<file path="src/rtl/mem_exc_arb.sv">
// ============================================================================
// Module   : mem_exc_arb
// Purpose  : MEM/WB exception arbiter for the MiniMIPS32 core. It collects the
//            per-instruction exception flags, samples hardware and timer
//            interrupts, resolves them against CP0 Status/Cause, and drives
//            the registered exception record consumed by CP0. After every
//            non-NONE record it blanks the record for one cycle (flush shadow).
// Ports    : cpu_clk_50M, cpu_rst (async, active-high)
//            mem_valid_i, mem_pc_i, mem_in_delay_i, mem_exc_i, mem_daddr_i
//            cp0_status_i, cp0_cause_i, cp0_we_i, cp0_waddr_i, cp0_wdata_i
//            hw_int_i, timer_int_i
//            int_o, exccode_o, exc_pc_o, exc_badvaddr_o, exc_in_delay_o
// Config   : INT_SYNC_EN - when defined, hw_int_i passes through a 2-flop
//            synchroniser (2-cycle latency); otherwise it is used directly.
// Revision : 1.0 - initial release
// ============================================================================
`default_nettype none

module mem_exc_arb #(
  parameter int INT_NUM = 6
) (
  input  logic               cpu_clk_50M,
  input  logic               cpu_rst,
  input  logic               mem_valid_i,
  input  logic [31:0]        mem_pc_i,
  input  logic               mem_in_delay_i,
  input  logic [7:0]         mem_exc_i,
  input  logic [31:0]        mem_daddr_i,
  input  logic [31:0]        cp0_status_i,
  input  logic [31:0]        cp0_cause_i,
  input  logic               cp0_we_i,
  input  logic [4:0]         cp0_waddr_i,
  input  logic [31:0]        cp0_wdata_i,
  input  logic [INT_NUM-1:0] hw_int_i,
  input  logic               timer_int_i,
  output logic [INT_NUM-1:0] int_o,
  output logic [4:0]         exccode_o,
  output logic [31:0]        exc_pc_o,
  output logic [31:0]        exc_badvaddr_o,
  output logic               exc_in_delay_o
);

  localparam logic [4:0] EXC_NONE = 5'h10;
  localparam logic [4:0] EXC_ERET = 5'h11;
  localparam logic [4:0] EXC_INT  = 5'h00;
  localparam logic [4:0] EXC_ADEL = 5'h04;
  localparam logic [4:0] EXC_ADES = 5'h05;
  localparam logic [4:0] EXC_SYS  = 5'h08;
  localparam logic [4:0] EXC_BP   = 5'h09;
  localparam logic [4:0] EXC_RI   = 5'h0a;
  localparam logic [4:0] EXC_OV   = 5'h0c;

  localparam logic [0:0] ST_RUN   = 1'b0;
  localparam logic [0:0] ST_BLANK = 1'b1;

  // --------------------------------------------------------------------------
  // Hardware interrupt lines (optionally synchronised)
  // --------------------------------------------------------------------------
  logic [INT_NUM-1:0] hw_int_s;

`ifdef INT_SYNC_EN
  logic [INT_NUM-1:0] sync1_q;
  logic [INT_NUM-1:0] sync2_q;

  always_ff @(posedge cpu_clk_50M or posedge cpu_rst) begin
    if (cpu_rst) begin
      sync1_q <= '0;
      sync2_q <= '0;
    end else begin
      sync1_q <= hw_int_i;
      sync2_q <= sync1_q;
    end
  end

  assign hw_int_s = sync2_q;
`else
  assign hw_int_s = hw_int_i;
`endif

  // Timer shares IP7 with the top hardware line.
  assign int_o = {hw_int_s[INT_NUM-1] | timer_int_i, hw_int_s[INT_NUM-2:0]};

  // --------------------------------------------------------------------------
  // Effective Status/Cause: an mtc0 committing this cycle must be honoured
  // now, otherwise an unmask/mask would act one instruction late.
  // --------------------------------------------------------------------------
  logic        status_wr_w;
  logic        cause_wr_w;
  logic [7:0]  im_w;
  logic        exl_w;
  logic        ie_w;
  logic [1:0]  ip_sw_w;
  logic [7:0]  ip_w;
  logic        int_req_w;

  assign status_wr_w = cp0_we_i && (cp0_waddr_i == 5'd12);
  assign cause_wr_w  = cp0_we_i && (cp0_waddr_i == 5'd13);

  assign im_w    = status_wr_w ? cp0_wdata_i[15:8] : cp0_status_i[15:8];
  assign exl_w   = status_wr_w ? cp0_wdata_i[1]    : cp0_status_i[1];
  assign ie_w    = status_wr_w ? cp0_wdata_i[0]    : cp0_status_i[0];
  assign ip_sw_w = cause_wr_w  ? cp0_wdata_i[9:8]  : cp0_cause_i[9:8];
  assign ip_w    = {int_o, ip_sw_w};

  // Level-based request: a pending interrupt with no valid instruction simply
  // stays asserted until the next valid instruction picks it up.
  assign int_req_w = ie_w & ~exl_w & (|(ip_w & im_w));

  // --------------------------------------------------------------------------
  // Priority arbitration
  // --------------------------------------------------------------------------
  logic [4:0]  code_w;
  logic [31:0] badv_w;

  always_comb begin
    code_w = EXC_NONE;
    badv_w = 32'h0;
    if (mem_valid_i) begin
      if (int_req_w) begin
        code_w = EXC_INT;
      end else if (mem_exc_i[7]) begin
        code_w = EXC_ADEL;
        badv_w = mem_pc_i;
      end else if (mem_exc_i[6]) begin
        code_w = EXC_RI;
      end else if (mem_exc_i[5]) begin
        code_w = EXC_SYS;
      end else if (mem_exc_i[4]) begin
        code_w = EXC_BP;
      end else if (mem_exc_i[3]) begin
        code_w = EXC_OV;
      end else if (mem_exc_i[2]) begin
        code_w = EXC_ADEL;
        badv_w = mem_daddr_i;
      end else if (mem_exc_i[1]) begin
        code_w = EXC_ADES;
        badv_w = mem_daddr_i;
      end else if (mem_exc_i[0]) begin
        code_w = EXC_ERET;
      end
    end
  end

  // --------------------------------------------------------------------------
  // Output record FSM: RUN captures, BLANK shadows the flush cycle
  // --------------------------------------------------------------------------
  logic [0:0]  state_q,    state_d;
  logic [4:0]  exccode_q,  exccode_d;
  logic [31:0] pc_q,       pc_d;
  logic [31:0] badv_q,     badv_d;
  logic        delay_q,    delay_d;

  always_comb begin
    state_d   = ST_RUN;
    exccode_d = EXC_NONE;
    pc_d      = 32'h0;
    badv_d    = 32'h0;
    delay_d   = 1'b0;
    if (state_q == ST_RUN) begin
      exccode_d = code_w;
      if (code_w != EXC_NONE) begin
        pc_d    = mem_pc_i;
        badv_d  = badv_w;
        delay_d = mem_in_delay_i;
        state_d = ST_BLANK;
      end
    end
    // ST_BLANK: the instruction now in MEM is being flushed; drop it.
  end

  always_ff @(posedge cpu_clk_50M or posedge cpu_rst) begin
    if (cpu_rst) begin
      state_q   <= ST_RUN;
      exccode_q <= EXC_NONE;
      pc_q      <= 32'h0;
      badv_q    <= 32'h0;
      delay_q   <= 1'b0;
    end else begin
      state_q   <= state_d;
      exccode_q <= exccode_d;
      pc_q      <= pc_d;
      badv_q    <= badv_d;
      delay_q   <= delay_d;
    end
  end

  assign exccode_o      = exccode_q;
  assign exc_pc_o       = pc_q;
  assign exc_badvaddr_o = badv_q;
  assign exc_in_delay_o = delay_q;

  // Register bits that carry no meaning for arbitration.
  logic unused_w;
  assign unused_w = &{1'b0, cp0_status_i, cp0_cause_i, cp0_wdata_i};

endmodule

`default_nettype wire

</file>
<file path="config.mk">
export PLATFORM = sky130hd
export DESIGN_NAME = mem_exc_arb
export DESIGN_NICKNAME = d
export VERILOG_FILES = /design/src/rtl/mem_exc_arb.sv
export SDC_FILE = /design/constraint.sdc
export NUM_CORES = 1
export LEC_CHECK = 0
export BUFFER_PORTS_ARGS = -buffer_cell sky130_fd_sc_hd__buf_2
export CORE_AREA = 2 2 102 104
export CTS_CLUSTER_SIZE = 40
export DETAILED_ROUTE_END_ITERATION = 8
export DIE_AREA = 0 0 104 106
export HOLD_SLACK_MARGIN = 0.02
export PLACE_DENSITY = 0.72
export SLEW_MARGIN = 15
export SYNTH_ARGS = -nofsm -noshare
export SYNTH_HDL_FRONTEND = slang
export SYNTH_SLANG_ARGS = --single-unit
</file>
<file path="constraint.sdc">
create_clock -name cpu_clk_50M -period 2.7 [get_ports cpu_clk_50M]
set_clock_uncertainty 0.15 [all_clocks]
set_input_delay 0.54 -clock cpu_clk_50M [delete_from_list [all_inputs] [get_ports cpu_clk_50M]]
set_output_delay 0.54 -clock cpu_clk_50M [all_outputs]
set_load 0.01 [all_outputs]
</file>
==> out/results.txt, run 1 <==
largest family of logic cells by synthesized area = simple AND/OR/NAND/NOR gates
Slew @ Worst Pin = 727 ps
1st-iter DRT viols = 153
min cycle time layout = 2490 ps
slew margin rel. = 51.5%
max-cap violations = 0
mux cell area share after synthesis = 3.02%
type of the worst setup path = in -> reg
Final Max Tran Viols = 0
crit path cell chain = buf_2 > nand4b_4 > nor3_4 > mux2_2 > a2111o_1 > o21a_2 > buf_12 > nor3_1
Die Span X = 104 um
post-synth cell types = 32
Die Footprint = 0.0110 mm^2
Syn Inst Count = 283
vias per inst = 4.88
Synth Area in XOR/XNOR = 0%
Reg clk slew, reported paths = 70 ps
Crit Path Max Fanout = 16
WP buf/inv = 2
first-pass GRT wire length = 15100 um
nature of the critical path endpoint = flip-flop
clock network power share = 36.5%
n_diodes = 0
Detailed Route WL = 9410 um
Core Region = 0.0100 mm^2
commonest cells after routing, fill and taps aside = buf_2 (186), dfrtp_1 (70), nand2_1 (39)
Final Cycle Share = 92.1%
Worst setup SP type = primary input
sequential power share = 46.9%
initial antenna violation count = 0
CTS Buf Count = 9
combinational share of power = 16.6%
IO Count = 261
Clk Latency, worst-skew pair = 330 ps
First-pass DRT Iterations = 4
status = complete, no violations
Starting Density = 31.9%
Area growth, synth to finish = 40.5%
post-DP HPWL = 6930 um
Syn Area/Cell = 11.3 um^2
pwr dens = 533 mW/mm^2
drt wl/cell = 15.7 um
CTS resizes = 0
Synth Area in Simple Gates = 18.9%
CTS Hold Bufs = 0
largest net degree at the start of global routing = 39
TNS Setup = 0 ps
final non-filler cell total = 600
CP max stage delay = 440 ps
P_sw = 634 uW
nets = 644
most common cell after layout, fill and taps aside = buf_2
Root Driver = clkbuf_8
fillers = 985
worst path arrival time = 2580 ps
Synth Area in Compound Gates = 16.6%
input/output buffers = 186
area share of fa/ha/maj cells after synthesis = 0%
Hold Slack = 174 ps
layout cells sized above 1 = 55.8%
H-Tree Depth = 3
RD Place Congestion = 0.781
Peak VDD IR = 0.215 mV
Post-Route Utilization = 44.8%
clk buf depth = 2
sw frac = 26.5%
critical path required time = 2790 ps
post-synthesis cell area = 0.00319 mm^2
Syn. warnings = 0
post-route ant nets = 0
Max Clk Rate = 402 MHz
Remaining Overflow, GRT = 0
CTS tree = built
site row count = 37
clk sinks = 71
DRC Markers = 0
routed vias = 2928
Leak = 2.31 nW
number of setup buffers added after CTS = 0
post-synthesis sequential element count = 71
dpl cells = 584
vias in the first global route = 3033
unrepaired setup endpoints after global routing = false
# setup viols final = 0
Synthesized Nets = 468
final hold violation count = 0
Worst path top cell family by delay = compound AO/OA/AOI/OAI gates
worst min-delay path class = in -> async
slowest CP cell = a2111o_1
Die Ht = 106 um
register area share after synthesis = 55.7%
GRT Util Overall = 17.4%
cell internal pwr = 1.76 mW
cell families (layout without fill, tap and decap cells):
logic type | count (synthesis) | after routing
muxes | 9 | 9
and+or+nand+nor | 93 | 93
DFF | 71 | 71
buffers and inverters | 34 | 215
AOI/OAI and AO/OA | 76 | 76
flip-flops by register name, summed over array words and instances (netlist names):
register        cells
exc_badvaddr_o     32
state_q             1
exc_in_delay_o      1
exccode_o           5
exc_pc_o           32
worst reg2reg max path, stage by stage (launching register included):
cell and delay [ps]:
dfrtp_1 390, nand2b_2 370, or4_1 540, nor2_1 90
worst paths after layout:
path,endpoint,startpoint,cells after the start,slack [ps]
min in group cpu_clk_50M,exc_pc_o[30],mem_pc_i[30],3,270
hold reg to reg,exc_pc_o[22],state_q,4,650
setup reg to reg,exccode_o[0],state_q,3,1110
setup / recovery,exc_badvaddr_o[1],cp0_waddr_i[1],8,210
max in group asynchronous,exc_badvaddr_o[20],cpu_rst,3,1570
hold / removal,exc_badvaddr_o[1],cpu_rst,2,170
metrics by stage:
step / setup WS (ps) / total power, mW / instance area (um^2)
6_report: 214 / 2.39 / 4480
5_1_grt: 151 / 2.52 / 4480
4_1_cts: 234 / 2.43 / 4480
3_5_place_dp: -135 / 1.54 / 4270
3_3_place_gp: -135 / 1.53 / 4270
2_1_floorplan: 77.3 / 1.35 / 3190
area by class of cell:
class / count / area (um^2) / area share, %
Tap cell: 136 / 170 / 3.80
Timing Repair Buffer: 198 / 1070 / 23.9
Sequential cell: 71 / 1780 / 39.7
Clock inverter: 4 / 53.8 / 1.20
Clock buffer: 12 / 155 / 3.46
Multi-Input combinational cell: 178 / 1250 / 27.9
Inverter: 1 / 3.75 / 0.0838
cells in the mapped netlist, drive strengths merged:
| master | count | area share, % |
|---|---|---|
| o21bai | 1 | 0.24 |
| inv | 1 | 0.12 |
| nor3 | 36 | 10 |
| dfrtp | 70 | 55 |
| a221o | 1 | 0.31 |
| nand4b | 1 | 0.75 |
| a21o | 1 | 0.24 |
| o21ai | 3 | 0.59 |
| nor4b | 1 | 0.47 |
| mux2i | 4 | 1.3 |
| nor2b | 1 | 0.20 |
| mux2 | 5 | 1.8 |
| nor4 | 3 | 0.59 |
| buf | 13 | 3.2 |
| nor2 | 6 | 0.71 |
| a2111o | 1 | 0.35 |
| a22oi | 34 | 8.0 |
| a31oi | 34 | 6.7 |
| or2 | 1 | 0.20 |
| nand2 | 39 | 4.6 |
| dfstp | 1 | 0.82 |
| or4 | 1 | 0.24 |
| nand3b | 1 | 0.24 |
| clkbuf | 20 | 2.4 |
| nand2b | 3 | 0.59 |
| o21a | 1 | 0.24 |
power groups by stage:
stage / clock network, mW / registers, mW / logic (mW)
3_3_place_gp: 0 / 1.14 / 0.394
4_1_cts: 0.908 / 1.12 / 0.403
5_1_grt: 0.957 / 1.12 / 0.438
2_1_floorplan: 0 / 1.17 / 0.180
6_report: 0.874 / 1.12 / 0.396
3_5_place_dp: 0 / 1.14 / 0.402
routing by layer:
layer / global-route usage (%) / up-vias / wire (um)
met1: 21.9 / 1391 / 3950
met4: 4.92 / 0 / 73
li1: - / 1383 / -
met5: 0 / - / 0
met2: 28.5 / 147 / 4560
met3: 5.89 / 7 / 816
No activity file was read; power rests on OpenSTA's default activity.
==> inputs of run 2 (changes only) <==
--- a/config.mk
+++ b/config.mk
@@ -5,7 +5,7 @@
 export SDC_FILE = /design/constraint.sdc
 export NUM_CORES = 1
 export LEC_CHECK = 0
-export BUFFER_PORTS_ARGS = -buffer_cell sky130_fd_sc_hd__buf_2
+export BUFFER_PORTS_ARGS = -buffer_cell sky130_fd_sc_hd__buf_4
 export CORE_AREA = 2 2 102 104
 export CTS_CLUSTER_SIZE = 40
 export DETAILED_ROUTE_END_ITERATION = 8
==> out/results.txt, run 2 (synthesis results as in run 1) <==
status = complete, no violations (unchanged)
Reg2Reg Capture Point = exccode_o[0] (unchanged)
DP Worst Slack = -179 ps (was -135 ps)
final hold violation count = 0 (unchanged)
H-Tree Depth = 3 (unchanged)
CTS resizes = 0 (unchanged)
vias in the first global route = 3011 (was 3033)
dpl cells = 583 (was 584)
Clk Latency, worst-skew pair = 340 ps (was 330 ps)
Root Driver = clkbuf_8 (unchanged)
post-route ant nets = 0 (unchanged)
post-DP HPWL = 6980 um (was 6930 um)
DRC Markers = 0 (unchanged)
R2R Setup Slk = 1140 ps (was 1110 ps)
Core Region = 0.0100 mm^2 (unchanged)
Hold Slack = 181 ps (was 174 ps)
routed vias = 2926 (was 2928)
first-pass GRT wire length = 15600 um (was 15100 um)
n_diodes = 0 (unchanged)
clk buf depth = 2 (unchanged)
CTS Buf Count = 9 (unchanged)
most common cell after layout, fill and taps aside = buf_4 (was buf_2)
Final Cycle Share = 92.7% (was 92.1%)
Die Span X = 104 um (unchanged)
Crit Path Max Fanout = 16 (unchanged)
largest net degree at the start of global routing = 38 (was 39)
First-pass DRT Iterations = 5 (was 4)
met3 usage = 6.87% (was 5.89%)
Max Clk Rate = 400 MHz (was 402 MHz)
Post-Route Utilization = 49.5% (was 44.8%)
IO Count = 261 (unchanged)
# setup viols final = 0 (unchanged)
Reg clk slew, reported paths = 70 ps (about the same)
worst path arrival time = 2600 ps (was 2580 ps)
RD Place Congestion = 0.825 (was 0.781)
pwr dens = 509 mW/mm^2 (was 533 mW/mm^2)
layout cells sized above 1 = 55.9% (was 55.8%)
nature of the critical path endpoint = flip-flop (unchanged)
Die Ht = 106 um (unchanged)
number of setup buffers added after CTS = 0 (unchanged)
Slew @ Worst Pin = 746 ps (was 727 ps)
input/output buffers = 186 (unchanged)
min cycle time layout = 2500 ps (was 2490 ps)
type of the worst setup path = in -> reg (unchanged)
grt met2 use = 28.8% (was 28.5%)
Starting Density = 31.9% (unchanged)
initial antenna violation count = 0 (unchanged)
Peak VDD IR = 0.210 mV (was 0.215 mV)
worst min-delay path class = in -> async (unchanged)
Setup WS post-layout = 197 ps (was 214 ps)
unrepaired setup endpoints after global routing = false (unchanged)
CTS tree = built (unchanged)
global routing's busiest layer = met2 (unchanged)
CTS Hold Bufs = 0 (unchanged)
final non-filler cell total = 599 (was 600)
Register-to-Register Path Depth = 3 (unchanged)
max-cap violations = 0 (unchanged)
GR Util met1 = 22.0% (was 21.9%)
worst r2r src = state_q (unchanged)
clk sinks = 71 (unchanged)
Area growth, synth to finish = 55.2% (was 40.5%)
site row count = 37 (unchanged)
commonest cells after routing, fill and taps aside = buf_4 (193), dfrtp_1 (70), nand2_1 (39) (was buf_2 (186), dfrtp_1 (70), nand2_1 (39))
Worst setup SP type = primary input (unchanged)
drt wl/cell = 16.0 um (was 15.7 um)
Final Max Tran Viols = 0 (unchanged)
Remaining Overflow, GRT = 0 (unchanged)
slew margin rel. = 50.2% (was 51.5%)
Die Footprint = 0.0110 mm^2 (unchanged)
Leak = 2.42 nW (was 2.31 nW)
vias per inst = 4.88 (about the same)
1st-iter DRT viols = 95 (was 153)
critical path required time = 2800 ps (was 2790 ps)
nets = 643 (was 644)
GRT Util Overall = 17.8% (was 17.4%)
Detailed Route WL = 9600 um (was 9410 um)
## run 2: cell types whose count changed in the layout (fill, tap and decap cells not counted)
cell,before,now
buf_4,8,193
clkinvlp_4,2,1
clkbuf_8,11,9
bufinv_16,1,2
buf_2,186,0
clkinv_2,0,2
clkbuf_1,1,0
inv_6,0,1
## run 2: worst max-delay path by stage
stage / startpoint / to / slack (ps) / depth (start not counted)
after CTS: cp0_waddr_i[1] / exc_badvaddr_o[1] / 190 / 8
after global routing: cp0_waddr_i[1] / exc_badvaddr_o[2] / 150 / 8
after detailed placement: cp0_waddr_i[1] / exc_badvaddr_o[1] / -180 / 8
final: cp0_waddr_i[1] / exc_badvaddr_o[1] / 200 / 8
after global placement: cp0_waddr_i[1] / exc_badvaddr_o[1] / -100 / 8
after floorplan: cp0_waddr_i[1] / exc_badvaddr_o[12] / 80 / 8
## run 2: routing by layer
layer	vias to the layer above	wire (um)
met5	-	0
met4	0	81
met3	7	791
met2	125	4740
met1	1417	3990
li1	1377	-
## run 2: power by group
group | internal, mW | leakage, nW | switching (mW) | total (mW)
clock | 0.521 | 0.110 | 0.408 | 0.930
sequential | 1.11 | 0.954 | 0.0148 | 1.12
combinational | 0.237 | 1.36 | 0.228 | 0.465
total | 1.87 | 2.42 | 0.651 | 2.52
## run 2: layout make-up
class	count	area, um^2
clock buffers	9	124
clock inverters	7	95.1
fillers	923	5050
inverters	1	3.75
multi-input cells	178	1250
flip-flops and latches	71	1780
well taps	136	170
repair buffers	197	1530
## run 2: stage by stage
| stage | setup TNS, ps | total power [mW] | instance area (um^2) |
|---|---|---|---|
| final | 0 | 2.52 | 4950 |
| after global routing | 0 | 2.66 | 4950 |
| after CTS | 0 | 2.56 | 4950 |
| after floorplan | 0 | 1.35 | 3190 |
| after global placement | -2140 | 1.61 | 4730 |
| after detailed placement | -3530 | 1.62 | 4730 |
## run 2: critical path, stage by stage
cell and delay, ps:
buf_4 110, nand4b_4 170, nor3_4 240, mux2_2 380
a2111o_1 450, o21a_2 300, buf_12 190, nor3_1 210
==> inputs of run 3 (changes only) <==
--- a/config.mk
+++ b/config.mk
@@ -12,6 +12,7 @@
 export DIE_AREA = 0 0 104 106
 export HOLD_SLACK_MARGIN = 0.02
 export PLACE_DENSITY = 0.72
+export RECOVER_POWER = 50
 export SLEW_MARGIN = 15
 export SYNTH_ARGS = -nofsm -noshare
 export SYNTH_HDL_FRONTEND = slang
==> constraint.sdc (replaced) <==
create_clock -name cpu_clk_50M -period 2.7 [get_ports cpu_clk_50M]
set_clock_uncertainty 0.15 [all_clocks]
set_input_delay 0.54 -clock cpu_clk_50M [delete_from_list [all_inputs] [get_ports cpu_clk_50M]]
set_output_delay 0.54 -clock cpu_clk_50M [all_outputs]
set_load 0.005 [all_outputs]
==> out/results.txt, run 3 (synthesis results as in run 1) <==
type of the worst setup path = in -> reg (unchanged)
H-Tree Depth = 3 (unchanged)
pwr dens = 504 mW/mm^2 (was 509 mW/mm^2)
initial antenna violation count = 0 (unchanged)
layout cells sized above 1 = 54.9% (was 55.9%)
global routing's busiest layer = met2 (unchanged)
Clk Latency, worst-skew pair = 340 ps (about the same)
Setup WS post-layout = 195 ps (was 197 ps)
hold path cells = 3
dpl cells = 583 (unchanged)
crit path cell chain = buf_4 > nand4b_4 > nor3_4 > mux2_2 > a2111o_1 > o21a_2 > buf_12 > nor3_1 (unchanged)
worst path arrival time = 2600 ps (about the same)
Final Cycle Share = 92.8% (was 92.7%)
CP max stage delay = 450 ps (about the same)
TNS Setup = 0 ps (unchanged)
IO Count = 261 (unchanged)
post-route ant nets = 0 (unchanged)
# setup viols final = 0 (unchanged)
Reg2Reg Capture Point = exccode_o[0] (unchanged)
Reg clk slew, reported paths = 70 ps (about the same)
Max Clk Rate = 399 MHz (was 400 MHz)
met3 usage = 6.87% (unchanged)
slew margin rel. = 9.74% (was 50.2%)
DRC Markers = 0 (unchanged)
Die Span X = 104 um (unchanged)
clk sinks = 71 (unchanged)
CTS Buf Count = 9 (unchanged)
most common cell after layout, fill and taps aside = buf_4 (unchanged)
Die Ht = 106 um (unchanged)
vias per inst = 4.91 (was 4.88)
GRT Util Overall = 17.8% (unchanged)
critical path required time = 2800 ps (about the same)
slowest CP cell = a2111o_1 (unchanged)
Leak = 2.39 nW (was 2.42 nW)
final non-filler cell total = 599 (unchanged)
number of setup buffers added after CTS = 0 (unchanged)
Worst setup SP type = primary input (unchanged)
drt wl/cell = 15.9 um (was 16.0 um)
min cycle time layout = 2500 ps (about the same)
fillers = 929 (was 923)
Min-Delay Endpoint = exc_in_delay_o
Register-to-Register Path Depth = 3 (unchanged)
commonest cells after routing, fill and taps aside = buf_4 (154), dfrtp_1 (70), nand2_1 (39) (was buf_4 (193), dfrtp_1 (70), nand2_1 (39))
Remaining Overflow, GRT = 0 (unchanged)
input/output buffers = 186 (unchanged)
worst min-delay path class = in -> reg (was in -> async)
1st-iter DRT viols = 102 (was 95)
Slew @ Worst Pin = 1350 ps (was 746 ps)
vias in the first global route = 3011 (unchanged)
CTS resizes = 0 (unchanged)
unrepaired setup endpoints after global routing = false (unchanged)
Root Driver = clkbuf_8 (unchanged)
R2R Setup Slk = 1140 ps (about the same)
worst r2r src = state_q (unchanged)
min-delay src = mem_in_delay_i
post-DP HPWL = 6980 um (unchanged)
CTS Hold Bufs = 0 (unchanged)
grt met2 use = 28.8% (unchanged)
Peak VDD IR = 0.209 mV (was 0.210 mV)
Final Max Tran Viols = 0 (unchanged)
Die Footprint = 0.0110 mm^2 (unchanged)
DP Worst Slack = -179 ps (unchanged)
clk buf depth = 2 (unchanged)
First-pass DRT Iterations = 4 (was 5)
CTS tree = built (unchanged)
nets = 643 (unchanged)
Starting Density = 31.9% (unchanged)
status = complete, no violations (unchanged)
Crit Path Max Fanout = 16 (unchanged)
site row count = 37 (unchanged)
RD Place Congestion = 0.825 (unchanged)
final hold violation count = 0 (unchanged)
total design power = 2.49 mW (was 2.52 mW)
nature of the critical path endpoint = flip-flop (unchanged)
max-cap violations = 0 (unchanged)
GR Util met1 = 22.0% (unchanged)
Area growth, synth to finish = 54.7% (was 55.2%)
Core Region = 0.0100 mm^2 (unchanged)
routed vias = 2942 (was 2926)
first-pass GRT wire length = 15600 um (unchanged)
largest net degree at the start of global routing = 38 (unchanged)
Detailed Route WL = 9550 um (was 9600 um)
n_diodes = 0 (unchanged)
[run 3: power breakdown]
part,leakage (nW),total (mW),internal (mW),switching (mW)
Sequential,0.954,1.12,1.11,0.0145
Clock,0.110,0.925,0.521,0.404
Combinational,1.33,0.439,0.231,0.207
Total,2.39,2.49,1.86,0.626
[run 3: stage by stage]
stage	cell area, um^2	util [%]	hold WS [ps]
after floorplan	3190	-	484
after global placement	4730	47.3	569
after detailed placement	4730	47.3	568
after CTS	4950	49.5	193
after global routing	4930	49.3	233
final	4930	49.3	265
[run 3: worst max-delay path by stage]
| stage | startpoint | slack (ps) | cells past startpoint | end |
|---|---|---|---|---|
| floorplan | cp0_waddr_i[1] | 80 | 8 | exc_badvaddr_o[12] |
| global placement | cp0_waddr_i[1] | -100 | 8 | exc_badvaddr_o[1] |
| detailed placement | cp0_waddr_i[1] | -180 | 8 | exc_badvaddr_o[1] |
| CTS | cp0_waddr_i[1] | 190 | 8 | exc_badvaddr_o[1] |
| global route | cp0_waddr_i[1] | 150 | 8 | exc_badvaddr_o[2] |
| finish | cp0_waddr_i[1] | 200 | 8 | exc_badvaddr_o[1] |
[run 3: per-layer routing]
layer	up-vias	wire length (um)
li1	1377	-
met1	1429	3950
met2	129	4710
met3	7	811
met4	0	81
met5	-	0
[run 3: worst max-delay path, delay by kind of cell]
kind | cells | cell delay (ps)
AND/OR/NAND/NOR | 3 | 620
multiplexers | 1 | 380
AO/OA/AOI/OAI | 2 | 760
buffers and inverters | 2 | 300
[run 3: area by class of cell]
type | instances | area, um^2 | area share, %
Clock inverter | 7 | 95.1 | 1.93
Sequential cell | 71 | 1780 | 36.0
Tap cell | 136 | 170 | 3.45
Multi-Input combinational cell | 178 | 1250 | 25.3
Clock buffer | 9 | 124 | 2.51
Timing Repair Buffer | 197 | 1510 | 30.7
Inverter | 1 | 3.75 | 0.0761
